File: src/rtl/rotate_pkg.sv
// Shared types and helpers for the tiled image-rotation address generator.
package rotate_pkg;

    typedef enum logic [1:0] {StIdle, StRead, StWrite, StDone} state_t;

    localparam logic [1:0] DEG_0   = 2'd0;
    localparam logic [1:0] DEG_90  = 2'd1;
    localparam logic [1:0] DEG_180 = 2'd2;
    localparam logic [1:0] DEG_270 = 2'd3;

    function automatic int unsigned clog2(input int unsigned value);
        int unsigned result;
        result = 0;
        for (int unsigned i = 0; i < 32; i++) begin
            if ((32'd1 << i) < value) result = i + 1;
        end
        return result;
    endfunction

    // Counter-clockwise turns are folded into the equivalent clockwise count.
    function automatic logic [1:0] eff_turns(input logic direction, input logic [1:0] degrees);
        logic [1:0] turns;
        turns = degrees;
        if (!direction) begin
            unique case (degrees)
                DEG_0:   turns = DEG_0;
                DEG_90:  turns = DEG_270;
                DEG_180: turns = DEG_180;
                DEG_270: turns = DEG_90;
            endcase
        end
        return turns;
    endfunction

endpackage

File: src/rtl/rotate_tile_map.sv
// Maps a source tile coordinate to its rotated destination tile coordinate.
module rotate_tile_map
    import rotate_pkg::*;
#(
    parameter int unsigned DIM_W = 16
) (
    input  logic [1:0]       i_k,
    input  logic [DIM_W-1:0] i_tr,
    input  logic [DIM_W-1:0] i_tc,
    input  logic [DIM_W-1:0] i_tr_n,
    input  logic [DIM_W-1:0] i_tc_n,
    output logic [DIM_W-1:0] o_dtr,
    output logic [DIM_W-1:0] o_dtc,
    output logic             o_wo_sel
);

    localparam logic [DIM_W-1:0] ONE = DIM_W'(1);

    always_comb begin
        o_dtr = i_tr;
        o_dtc = i_tc;
        unique case (i_k)
            DEG_0: begin
                o_dtr = i_tr;
                o_dtc = i_tc;
            end
            DEG_90: begin
                o_dtr = i_tc;
                o_dtc = i_tr_n - i_tr - ONE;
            end
            DEG_180: begin
                o_dtr = i_tr_n - i_tr - ONE;
                o_dtc = i_tc_n - i_tc - ONE;
            end
            DEG_270: begin
                o_dtr = i_tc_n - i_tc - ONE;
                o_dtc = i_tr;
            end
        endcase
    end

    // Odd quarter turns swap the image axes, so the output width is the padded height.
    assign o_wo_sel = i_k[0];

endmodule

File: src/rtl/rotate_tile_addr_gen.sv
// Tile-walking burst address generator: TILE read bursts per source tile, then TILE
// write bursts to the rotated destination tile.
module rotate_tile_addr_gen
    import rotate_pkg::*;
#(
    parameter int unsigned TILE   = 8,
    parameter int unsigned BPP    = 3,
    parameter int unsigned ADDR_W = 32,
    parameter int unsigned DIM_W  = 16
) (
    input  logic                   I_HCLK,
    input  logic                   I_HRESET,
    input  logic                   I_START,
    input  logic [DIM_W-1:0]       I_HEIGHT,
    input  logic [DIM_W-1:0]       I_WIDTH,
    input  logic                   I_DIRECTION,
    input  logic [1:0]             I_DEGREES,
    input  logic [ADDR_W-1:0]      I_SRC_BASE,
    input  logic [ADDR_W-1:0]      I_DST_BASE,
    input  logic                   I_DMA_READY,
    output logic [ADDR_W-1:0]      O_ADDR,
    output logic                   O_VALID,
    output logic                   O_WRITE,
    output logic [clog2(TILE)-1:0] O_ROW,
    output logic [clog2(TILE)-1:0] O_BEAT,
    output logic                   O_BUSY,
    output logic                   O_DONE,
    output logic                   O_ERR
);

    localparam int unsigned        TW     = clog2(TILE);
    localparam logic [TW-1:0]      LAST   = TW'(TILE - 1);
    localparam logic [ADDR_W-1:0]  TILE_A = ADDR_W'(TILE);
    localparam logic [ADDR_W-1:0]  TBPP_A = ADDR_W'(TILE * BPP);
    localparam logic [DIM_W:0]     RND    = (DIM_W + 1)'(TILE - 1);
    localparam logic [DIM_W-1:0]   ONE    = DIM_W'(1);
    localparam logic [DIM_W-1:0]   ZERO   = '0;

    state_t              r_state, w_state_nxt;
    logic [1:0]          r_k, w_k_nxt;
    logic [DIM_W-1:0]    r_tr_n, w_tr_n_nxt, r_tc_n, w_tc_n_nxt;
    logic [DIM_W-1:0]    r_tr, w_tr_nxt, r_tc, w_tc_nxt;
    logic [ADDR_W-1:0]   r_ss, w_ss_nxt, r_ds, w_ds_nxt;
    logic [ADDR_W-1:0]   r_src, w_src_nxt, r_dst, w_dst_nxt;
    logic [ADDR_W-1:0]   r_wr_base, w_wr_base_nxt, r_addr, w_addr_nxt;
    logic [TW-1:0]       r_row, w_row_nxt, r_beat, w_beat_nxt;
    logic                r_valid, w_valid_nxt, r_write, w_write_nxt;
    logic                r_busy, w_busy_nxt, r_done, w_done_nxt, r_err, w_err_nxt;

    logic                w_idle, w_accept, w_last_tc, w_last_tile, w_wo_sel;
    logic [DIM_W:0]      w_h_ext, w_w_ext;
    logic [DIM_W-1:0]    w_in_tr_n, w_in_tc_n, w_ntr, w_ntc, w_dtr, w_dtc;
    logic [DIM_W-1:0]    w_cfg_tr_n, w_cfg_tc_n;
    logic [1:0]          w_in_k, w_cfg_k;
    logic [ADDR_W-1:0]   w_in_ss, w_in_ds, w_cfg_ss, w_cfg_ds, w_cfg_src, w_cfg_dst;
    logic [ADDR_W-1:0]   w_rd_base, w_wr_base, w_stride;

    // Geometry from the raw inputs, used only on the start cycle.
    assign w_h_ext   = {1'b0, I_HEIGHT} + RND;
    assign w_w_ext   = {1'b0, I_WIDTH} + RND;
    assign w_in_tr_n = DIM_W'(w_h_ext >> TW);
    assign w_in_tc_n = DIM_W'(w_w_ext >> TW);
    assign w_in_k    = eff_turns(I_DIRECTION, I_DEGREES);
    assign w_in_ss   = ADDR_W'(w_in_tc_n) * TBPP_A;
    assign w_in_ds   = ADDR_W'(w_wo_sel ? w_cfg_tr_n : w_cfg_tc_n) * TBPP_A;

    assign w_idle     = (r_state == StIdle);
    assign w_cfg_k    = w_idle ? w_in_k     : r_k;
    assign w_cfg_tr_n = w_idle ? w_in_tr_n  : r_tr_n;
    assign w_cfg_tc_n = w_idle ? w_in_tc_n  : r_tc_n;
    assign w_cfg_ss   = w_idle ? w_in_ss    : r_ss;
    assign w_cfg_ds   = w_idle ? w_in_ds    : r_ds;
    assign w_cfg_src  = w_idle ? I_SRC_BASE : r_src;
    assign w_cfg_dst  = w_idle ? I_DST_BASE : r_dst;

    assign w_last_tc   = (r_tc == r_tc_n - ONE);
    assign w_last_tile = w_last_tc && (r_tr == r_tr_n - ONE);
    assign w_ntr       = w_idle ? ZERO : (w_last_tc ? r_tr + ONE : r_tr);
    assign w_ntc       = (w_idle || w_last_tc) ? ZERO : r_tc + ONE;

    rotate_tile_map #(
        .DIM_W (DIM_W)
    ) u_map (
        .i_k      (w_cfg_k),
        .i_tr     (w_ntr),
        .i_tc     (w_ntc),
        .i_tr_n   (w_cfg_tr_n),
        .i_tc_n   (w_cfg_tc_n),
        .o_dtr    (w_dtr),
        .o_dtc    (w_dtc),
        .o_wo_sel (w_wo_sel)
    );

    // Tile base addresses need multipliers, evaluated only at start or tile change.
    assign w_rd_base = w_cfg_src + ADDR_W'(w_ntr) * w_cfg_ss * TILE_A + ADDR_W'(w_ntc) * TBPP_A;
    assign w_wr_base = w_cfg_dst + ADDR_W'(w_dtr) * w_cfg_ds * TILE_A + ADDR_W'(w_dtc) * TBPP_A;
    assign w_accept  = r_valid & I_DMA_READY;
    assign w_stride  = r_write ? r_ds : r_ss;

    always_comb begin
        w_state_nxt   = r_state;
        w_k_nxt       = r_k;
        w_tr_n_nxt    = r_tr_n;
        w_tc_n_nxt    = r_tc_n;
        w_tr_nxt      = r_tr;
        w_tc_nxt      = r_tc;
        w_ss_nxt      = r_ss;
        w_ds_nxt      = r_ds;
        w_src_nxt     = r_src;
        w_dst_nxt     = r_dst;
        w_wr_base_nxt = r_wr_base;
        w_addr_nxt    = r_addr;
        w_row_nxt     = r_row;
        w_beat_nxt    = r_beat;
        w_valid_nxt   = r_valid;
        w_write_nxt   = r_write;
        w_busy_nxt    = r_busy;
        w_done_nxt    = 1'b0;
        w_err_nxt     = 1'b0;
        unique case (r_state)
            StIdle: begin
                if (I_START) begin
                    if (I_HEIGHT == ZERO || I_WIDTH == ZERO) begin
                        w_err_nxt = 1'b1;
                    end else begin
                        w_state_nxt   = StRead;
                        w_k_nxt       = w_in_k;
                        w_tr_n_nxt    = w_in_tr_n;
                        w_tc_n_nxt    = w_in_tc_n;
                        w_ss_nxt      = w_in_ss;
                        w_ds_nxt      = w_in_ds;
                        w_src_nxt     = I_SRC_BASE;
                        w_dst_nxt     = I_DST_BASE;
                        w_tr_nxt      = ZERO;
                        w_tc_nxt      = ZERO;
                        w_addr_nxt    = w_rd_base;
                        w_wr_base_nxt = w_wr_base;
                        w_row_nxt     = '0;
                        w_beat_nxt    = '0;
                        w_valid_nxt   = 1'b1;
                        w_write_nxt   = 1'b0;
                        w_busy_nxt    = 1'b1;
                    end
                end
            end
            StRead, StWrite: begin
                if (w_accept) begin
                    if (r_beat != LAST) begin
                        w_beat_nxt = r_beat + 1'b1;
                    end else begin
                        w_beat_nxt = '0;
                        if (r_row != LAST) begin
                            w_row_nxt  = r_row + 1'b1;
                            w_addr_nxt = r_addr + w_stride;
                        end else begin
                            w_row_nxt = '0;
                            if (r_state == StRead) begin
                                w_state_nxt = StWrite;
                                w_write_nxt = 1'b1;
                                w_addr_nxt  = r_wr_base;
                            end else if (w_last_tile) begin
                                w_state_nxt = StDone;
                                w_valid_nxt = 1'b0;
                                w_write_nxt = 1'b0;
                                w_addr_nxt  = '0;
                                w_done_nxt  = 1'b1;
                            end else begin
                                w_state_nxt   = StRead;
                                w_write_nxt   = 1'b0;
                                w_tr_nxt      = w_ntr;
                                w_tc_nxt      = w_ntc;
                                w_addr_nxt    = w_rd_base;
                                w_wr_base_nxt = w_wr_base;
                            end
                        end
                    end
                end
            end
            StDone: begin
                w_state_nxt = StIdle;
                w_busy_nxt  = 1'b0;
            end
        endcase
    end

    always_ff @(posedge I_HCLK) begin
        if (I_HRESET) begin
            r_state   <= StIdle;
            r_k       <= '0;
            r_tr_n    <= '0;
            r_tc_n    <= '0;
            r_tr      <= '0;
            r_tc      <= '0;
            r_ss      <= '0;
            r_ds      <= '0;
            r_src     <= '0;
            r_dst     <= '0;
            r_wr_base <= '0;
            r_addr    <= '0;
            r_row     <= '0;
            r_beat    <= '0;
            r_valid   <= 1'b0;
            r_write   <= 1'b0;
            r_busy    <= 1'b0;
            r_done    <= 1'b0;
            r_err     <= 1'b0;
        end else begin
            r_state   <= w_state_nxt;
            r_k       <= w_k_nxt;
            r_tr_n    <= w_tr_n_nxt;
            r_tc_n    <= w_tc_n_nxt;
            r_tr      <= w_tr_nxt;
            r_tc      <= w_tc_nxt;
            r_ss      <= w_ss_nxt;
            r_ds      <= w_ds_nxt;
            r_src     <= w_src_nxt;
            r_dst     <= w_dst_nxt;
            r_wr_base <= w_wr_base_nxt;
            r_addr    <= w_addr_nxt;
            r_row     <= w_row_nxt;
            r_beat    <= w_beat_nxt;
            r_valid   <= w_valid_nxt;
            r_write   <= w_write_nxt;
            r_busy    <= w_busy_nxt;
            r_done    <= w_done_nxt;
            r_err     <= w_err_nxt;
        end
    end

    assign O_ADDR  = r_addr;
    assign O_VALID = r_valid;
    assign O_WRITE = r_write;
    assign O_ROW   = r_row;
    assign O_BEAT  = r_beat;
    assign O_BUSY  = r_busy;
    assign O_DONE  = r_done;
    assign O_ERR   = r_err;

endmodule

File: config.mk
export PLATFORM = sky130hd
export DESIGN_NAME = rotate_tile_addr_gen
export DESIGN_NICKNAME = d
export VERILOG_FILES = /design/src/rtl/rotate_pkg.sv /design/src/rtl/rotate_tile_map.sv /design/src/rtl/rotate_tile_addr_gen.sv
export SDC_FILE = /design/constraint.sdc
export NUM_CORES = 2
export LEC_CHECK = 0
export BUFFER_PORTS_ARGS = -buffer_cell sky130_fd_sc_hd__clkbuf_2
export CELL_PAD_IN_SITES_DETAIL_PLACEMENT = 0
export CELL_PAD_IN_SITES_GLOBAL_PLACEMENT = 1
export CORE_MARGIN = 2
export CORE_UTILIZATION = 33
export CTS_CLUSTER_SIZE = 10
export DETAILED_ROUTE_END_ITERATION = 6
export HOLD_SLACK_MARGIN = 0.03
export PLACE_DENSITY = 0.71
export SLEW_MARGIN = 20
export SYNTH_ARGS = -nofsm -noshare
export SYNTH_HDL_FRONTEND = slang
export SYNTH_HIERARCHICAL = 1
export SYNTH_SLANG_ARGS = --single-unit
File: constraint.sdc
create_clock -name I_HCLK -period 14.2 [get_ports I_HCLK]
set_clock_uncertainty 0.1 [all_clocks]
set_input_delay 1.42 -clock I_HCLK [delete_from_list [all_inputs] [get_ports I_HCLK]]
set_output_delay 1.42 -clock I_HCLK [all_outputs]
set_load 0.01 [all_outputs]
# Word-level counts from Yosys, hierarchy flattened
# Index checks and enable logic that the tools add are counted.
[totals]
reg_bits = 250
latchBits = 0
ram_bits = 0
romBits = 0
in_bits = 103
out_inout_bits = 43
elab_cells = 171
n_memories = 0
[op_classes]
addsub = 17
mul = 6
div = 0
magnitude_cmp = 0
eq_ne = 21
shifts = 0
mux = 81
bitwise = 6
n_reduce_logical = 21
[op_table]
columns = ["cell", "n"]
rows = [
  ["$mux W32", 18],
  ["$mux W16", 16],
  ["$pmux W16 S4", 2],
  ["$pmux W32 S2", 2],
  ["$add A32 B32 Y32", 3],
  ["$add A32 B21 Y32", 2],
  ["$pmux W16 S2", 2],
  ["$mul A16 B2 Y18 const B", 3],
  ["$add A16 B3 Y17 const B", 2],
  ["$add A16 B1 Y16 const B", 2],
  ["$eq A16 B16 Y1", 2],
  ["$logic_not A16 Y1", 2],
  ["$mul A16 B32 Y29", 1],
  ["$sub A14 B16 Y16", 2],
  ["$sub A16 B1 Y16 const B", 2],
  ["$sub A14 B1 Y15 const B", 2],
  ["$mul A16 B21 Y29", 1],
  ["$mux W14", 2],
  ["$mux W21", 1],
  ["$mux W3", 7],
  ["$mux W2", 9],
  ["$mul A14 B2 Y16 const B", 1],
  ["$ne A2 B2 Y1 const B", 8],
  ["$reduce_and A8 Y1", 2],
  ["other kinds (22)", 58],
]

# Logic depth before layout (Yosys ltp)
[depth]
word_depth = 16
depth_mapped = 59
mapped_depth_nobuf = 53

# Cells and area by module
# The synthesis kept the hierarchy.
[by_module_without_submodules]
columns = ["module", "n_inst", "cells_per_inst", "area_per_inst_um2", "seq_area_each_um2"]
rows = [
  ["rotate_tile_addr_gen", 1, 4290, 34669.5, 4684.5],
  ["rotate_tile_map", 1, 327, 2442.3, 0.0],
]

# Worst setup path before layout
# Ideal clock, no wire load.
[synth_path]
path_type = "reg-to-reg"
start = "reg r_state[0]"
end = "reg r_wr_base[31]"
setup_time_ns = 0.116
arrival_time_ns = 12.366
t_required_ns = 13.984
path_slack_ns = 1.618
stages_incl_launch_ff = 51
n_path_buf = 9
period_less_slack_ns = 12.582
cell_sequence = "dfxtp_1 > inv_1 > ha_1 > buf_1 > clkbuf_1 > buf_1 > buf_1 > buf_1 > mux2_2 > buf_4 > clkbuf_1 > clkbuf_1 > o21a_1 > inv_1 > ha_1 > inv_1 > fa_1 > nor2b_1 > [... 15 more ...] > inv_1 > ha_1 > a21o_1 > a21oi_1 > nor2_1 > a211o_1 > o41a_1 > xor2_1 > ha_1 > xnor2_1 > xnor2_1 > xnor2_1 > xnor2_1 > xnor2_1 > xnor3_1 > xnor3_1 > nor2_1 > and3b_1"
[synth_via]
elab_cells_between_ends = 45
cone_classes = "add/sub: 6; mul: 3; eq/ne: 12; mux: 18; reduce/logical: 6"
[synth_rtl]
columns = ["element", "line", "text"]
rows = [
  ["start: declaration", "rotate_tile_addr_gen.sv:39", "state_t r_state, w_state_nxt;"],
  ["start signal: assignment", "rotate_tile_addr_gen.sv:188", "r_state <= StIdle;"],
  ["start signal: assignment", "rotate_tile_addr_gen.sv:208", "r_state <= w_state_nxt;"],
  ["$logic_not A2 Y1 *", "rotate_tile_addr_gen.sv:67", "assign w_idle = (r_state == StIdle);"],
  ["$mux W2 *", "rotate_tile_addr_gen.sv:68", "assign w_cfg_k = w_idle ? w_in_k : r_k;"],
  ["net w_cfg_k[0]", "rotate_tile_addr_gen.sv:54", "logic [1:0] w_in_k, w_cfg_k;"],
  ["$mux W16", "rotate_tile_addr_gen.sv:65", "assign w_in_ds = ADDR_W'(w_wo_sel ? w_cfg_tr_n : w_cfg_tc_n) * TBPP_A;"],
  ["$mul A16 B2 Y18", "rotate_tile_addr_gen.sv:65", ""],
  ["$mux W32", "rotate_tile_addr_gen.sv:72", "assign w_cfg_ds = w_idle ? w_in_ds : r_ds;"],
  ["$mul A16 B32 Y29", "rotate_tile_addr_gen.sv:96", "assign w_wr_base = w_cfg_dst + ADDR_W'(w_dtr) * w_cfg_ds * TILE_A + ADDR_W'(w_dtc) * TBPP_A;"],
  ["$add A32 B32 Y32", "rotate_tile_addr_gen.sv:96", ""],
  ["$add A32 B21 Y32 *", "rotate_tile_addr_gen.sv:96", ""],
  ["$mux W32", "rotate_tile_addr_gen.sv:161", "end else if (w_last_tile) begin"],
  ["$mux W32", "rotate_tile_addr_gen.sv:157", "if (r_state == StRead) begin"],
  ["$mux W32", "rotate_tile_addr_gen.sv:152", "if (r_row != LAST) begin"],
  ["$mux W32", "rotate_tile_addr_gen.sv:148", "if (r_beat != LAST) begin"],
  ["$mux W32", "rotate_tile_addr_gen.sv:147", "if (w_accept) begin"],
  ["$pmux W32 S2 *", "rotate_tile_addr_gen.sv:120", "unique case (r_state)"],
  ["end signal: assignment", "rotate_tile_addr_gen.sv:218", "r_wr_base <= w_wr_base_nxt;"],
  ["end: declaration", "rotate_tile_addr_gen.sv:45", "logic [ADDR_W-1:0] r_wr_base, w_wr_base_nxt, r_addr, w_addr_nxt;"],
]
# Mark *: on every way through the listed nets, which the timed path passes. The rest lies on a longest branch. The select of a mux whose other input is x is not followed.
# A chain may end at the register's enable or synchronous reset.

# Worst setup path after layout
[layout_path]
start = "reg r_tc_n[0]"
end = "reg r_wr_base[30]"
[layout_via]
elab_chain_cells = 16
elab_cells_between_ends = 31
cone_classes = "add/sub: 7; mul: 3; eq/ne: 2; mux: 16; reduce/logical: 3"
[layout_lines]
columns = ["element", "line", "text"]
rows = [
  ["start: declaration", "rotate_tile_addr_gen.sv:41", "logic [DIM_W-1:0] r_tr_n, w_tr_n_nxt, r_tc_n, w_tc_n_nxt;"],
  ["start signal: assignment", "rotate_tile_addr_gen.sv:211", "r_tc_n <= w_tc_n_nxt;"],
  ["$sub A14 B1 Y15 *", "rotate_tile_addr_gen.sv:76", "assign w_last_tc = (r_tc == r_tc_n - ONE);"],
  ["$eq A16 B16 Y1 *", "rotate_tile_addr_gen.sv:76", ""],
  ["$mux W16 * (2 in series)", "rotate_tile_addr_gen.sv:78", "assign w_ntr = w_idle ? ZERO : (w_last_tc ? r_tr + ONE : r_tr);"],
  ["net w_ntr[0]", "rotate_tile_addr_gen.sv:52", "logic [DIM_W-1:0] w_in_tr_n, w_in_tc_n, w_ntr, w_ntc, w_dtr, w_dtc;"],
  ["$sub A14 B16 Y16 *", "rotate_tile_map.sv:32", "o_dtr = i_tr_n - i_tr - ONE;"],
  ["$sub A16 B1 Y16 *", "rotate_tile_map.sv:32", ""],
  ["$pmux W16 S4 *", "rotate_tile_map.sv:22", "unique case (i_k)"],
  ["net w_dtr[6]", "rotate_tile_addr_gen.sv:52", ""],
  ["$mul A16 B32 Y29 *", "rotate_tile_addr_gen.sv:96", ""],
  ["$add A32 B32 Y32 *", "rotate_tile_addr_gen.sv:96", ""],
  ["$add A32 B21 Y32 *", "rotate_tile_addr_gen.sv:96", ""],
  ["$mux W32", "rotate_tile_addr_gen.sv:161", ""],
  ["$mux W32", "rotate_tile_addr_gen.sv:157", ""],
  ["$mux W32", "rotate_tile_addr_gen.sv:152", ""],
  ["$mux W32", "rotate_tile_addr_gen.sv:148", ""],
  ["$mux W32", "rotate_tile_addr_gen.sv:147", ""],
  ["$pmux W32 S2 *", "rotate_tile_addr_gen.sv:120", ""],
]
# Marked as above.

==> flow_metrics.tcl <==
set metrics [dict create \
    antenna_found_initial 2 \
    final_antenna_net_count 0 \
    synthCells 4617 \
    clkSlewWorstSetupHoldPaths_ns 0.06 \
    path_class "register to register" \
    endpoints_failing_setup 0 \
    place.gp.congestion 0.970 \
    synth-main-ff-cell "dfxtp_1" \
    first_global_vias 31500 \
    synth-edff-count 0 \
    min_path_type "register to register" \
    placement.io_buffers 145 \
    area_delta_synth_final_pct 9.71 \
    timing.critical_path.to_type "register" \
    detail_route.vias_per_cell 5.30 \
    floorplan.die.height_um 339 \
    finalSetupTns_ns 0 \
    number_of_synthesized_register_bits 234 \
    worst_path_most_repeated_cell "fa_1" \
    finalMaxSlewViolations 0 \
    grt_first_pass_wirelength_mm 201 \
    initial_utilization_pct 33.1 \
    n_fill_cell 12000 \
    setup.worst_path.start_class "register" \
    area_of_combinational_cells_with_multiple_inputs_sq_um 29500 \
    path_max_fanout 16 \
    post_layout_net_count 5542 \
    floorplan.core_area_sq_um 112000 \
    clock_tree_from_tritoncts "built" \
    timing.critical_path.slowest_cell_delay_ns 0.70 \
    detailed_place_hpwl_mm 108 \
    numClockSinks 234 \
    htree_num_levels 1 \
    netlist-cell-type-count 101 \
    max_clk_rate_ghz 0.0747 \
    grt_overflow 0 \
    post-route-drc-count 0 \
    cts_root_buffer "clkbuf_16" \
    drtIter0Drc 2797 \
    register_area_sq_um 4680 \
    fin_crit_ns 13.39 \
    postCtsSetupRepairBufs 0 \
    drv_cap 0 \
    number_of_primary_i_o_pins 146 \
    outcome "finished clean" \
    crit_slowest_cell "mux4_2" \
    num_rows 123 \
    post_synth_instance_area_sq_um 37100 \
    grt_max_degree 86 \
    synth-seq-area-share_pct 12.6 \
    post_synth.cell_area_avg_sq_um 8.04 \
    hold_viol_final 0 \
    die_width_um 339 \
    actual_slew_at_the_worst_max_slew_pin_ns 1.14 \
    die_area_sq_um 115000 \
    min_period_over_period_pct 94.3 \
    critPathArrivalTime_ns 13.84 \
    cts_buffer_depth 3 \
    worstSkewPairLatency_ns 0.62 \
    avgRoutedWirePerCell_um 21.5 \
    drt_wl_total_mm 134 \
    synth_async_sr_flop_share_pct 0 \
    worst_slew_margin_rel_pct 22.3 \
    total_track_usage_pct 22.7 \
    ys.warnings.count 6 \
    cp_data_required_time_ns 14.65 \
    rsz0062_at_grt "false" \
    dr_total_vias 32900 \
    first_pass_iters 6 \
    drive_gt1_share_pct 9.46 \
    number_of_buffers_added_by_the_clock_tree_synthesis_step 31 \
    hold_ws_ns 0.352 \
]
==> cells in the final DEF (no fill, tap or decap), types with 35 or more instances in the layout <==
| master | count |
|---|---|
| o21bai_1 | 35 |
| nor3_1 | 82 |
| nand2_1 | 652 |
| ha_1 | 351 |
| a211oi_1 | 63 |
| and2_1 | 146 |
| nor2b_1 | 36 |
| mux2_2 | 92 |
| a21oi_1 | 338 |
| mux2i_1 | 44 |
| and3_1 | 51 |
| o21ai_0 | 122 |
| dfxtp_1 | 234 |
| nand3_1 | 70 |
| a21o_1 | 61 |
| clkbuf_2 | 144 |
| buf_4 | 91 |
| inv_1 | 591 |
| nor2_1 | 315 |
| xor2_1 | 92 |
| nand2b_1 | 45 |
| xnor2_1 | 183 |
| fa_1 | 401 |
==> per-stage QoR <==
| stage | setup WS [ns] | cells | util [%] | cell area [sq um] |
|---|---|---|---|---|
| after floorplan | 1.62 | 4628 | - | 37200 |
| after global placement | 0.956 | 6153 | 35.4 | 39700 |
| after detailed placement | 0.771 | 6153 | 35.4 | 39700 |
| after CTS | 0.713 | 6203 | 36.3 | 40700 |
| after global routing | 0.0576 | 6203 | 36.3 | 40700 |
| final | 0.813 | 6205 | 36.3 | 40700 |
==> worst max-delay path: cells and delay by family (launching register included) <==
kind / cells / cell delay [ns]
flip-flops: 1 / 0.32
XOR/XNOR: 2 / 0.45
adder cells (fa/ha/maj): 12 / 5.01
AND/OR/NAND/NOR: 11 / 3.41
buffers and inverters: 7 / 0.51
multiplexers: 1 / 0.70
AO/OA/AOI/OAI: 13 / 2.78
==> worst paths after layout <==
| kind | from | to | slack, ns | cells after the start |
|---|---|---|---|---|
| max | r_tc_n[0]$_SDFFE_PP0P_ | r_wr_base[30]$_SDFFE_PP0P_ | 0.81 | 46 |
| min | r_dst[25]$_SDFFE_PP0P_ | r_dst[25]$_SDFFE_PP0P_ | 0.35 | 2 |
| max reg2reg | r_tc_n[0]$_SDFFE_PP0P_ | r_wr_base[30]$_SDFFE_PP0P_ | 0.81 | 46 |
| min reg2reg | r_dst[25]$_SDFFE_PP0P_ | r_dst[25]$_SDFFE_PP0P_ | 0.35 | 2 |
==> synthesized netlist by cell type, types with 35 or more instances <==
master    count  share of area (%)
fa_1        401                 22
xor2_1       92                2.2
o21ai_0     124                1.7
nand2b_1     45               0.76
and3_1       52               0.88
nand2_1     653                6.6
a21o_1       61                1.2
nand3_1      71               0.96
inv_1       591                6.0
mux2i_1      45                1.2
nor3_1       82                1.1
nor2_1      315                3.2
nor2b_1      36               0.61
and2_1      147                2.5
a211oi_1     64                1.3
xnor2_1     183                4.3
dfxtp_1     234                 13
mux2_2       92                2.8
o21bai_1     35               0.71
a21oi_1     339                4.6
clkbuf_1    181                1.8
ha_1        352                 12
==> kinds of logic (layout without fill, tap and decap cells) <==
| family | Yosys count | after routing | share of synthesized area, % |
|---|---|---|---|
| muxes | 149 | 149 | 4.73 |
| AOI/OAI and AO/OA | 868 | 868 | 15.0 |
| DFF | 234 | 234 | 12.6 |
| xor gates and xnor gates | 280 | 280 | 6.81 |
| other | 1 | 14 | 0.0101 |
| adders and majority gates | 754 | 754 | 33.5 |
| buffers and inverters | 805 | 880 | 8.21 |
| and+or+nand+nor | 1526 | 1526 | 19.1 |
==> repair_timing <==
action / in CTS / in global routing
hold buffers: 0 / 0
gates resized for setup: 0 / 1
endpoints found under the setup margin: 0 / 2
==> sequential cells by signal (all words and copies together) (netlist names) <==
register and flops:
O_BUSY 1, O_ROW 3, r_ss 15, r_tr 16, O_DONE 1, O_ERR 1, O_VALID 1, r_tr_n 14
O_ADDR 32, r_tc 16, r_wr_base 32, O_BEAT 3, r_ds 16, r_k 2, r_dst 32, r_tc_n 14
r_state 2, O_WRITE 1, r_src 32
==> layout make-up <==
class	instances	share of cell area, %
Multi-Input combinational cell	3589	72.4
Sequential cell	234	11.5
Inverter	593	5.47
Tap cell	1500	4.61
Timing Repair Buffer	237	3.53
Clock buffer	42	2.20
Clock inverter	8	0.270
Antenna cell	2	0.0123
==> metal layers <==
metal  global-route usage, %  up-vias  part of all wire [%]  wire [um]
met5                       0        -                     0          0
met1                    33.0    16300                    46      61900
li1                        -    15400                     -          -
met2                    36.0     1010                    45      60400
met4                    3.82        0                   1.9       2470
met3                    3.25      136                   6.6       8850
Power is not shown: default switching activity piles up to over one toggle a cycle in this logic, so the estimate is an artifact.
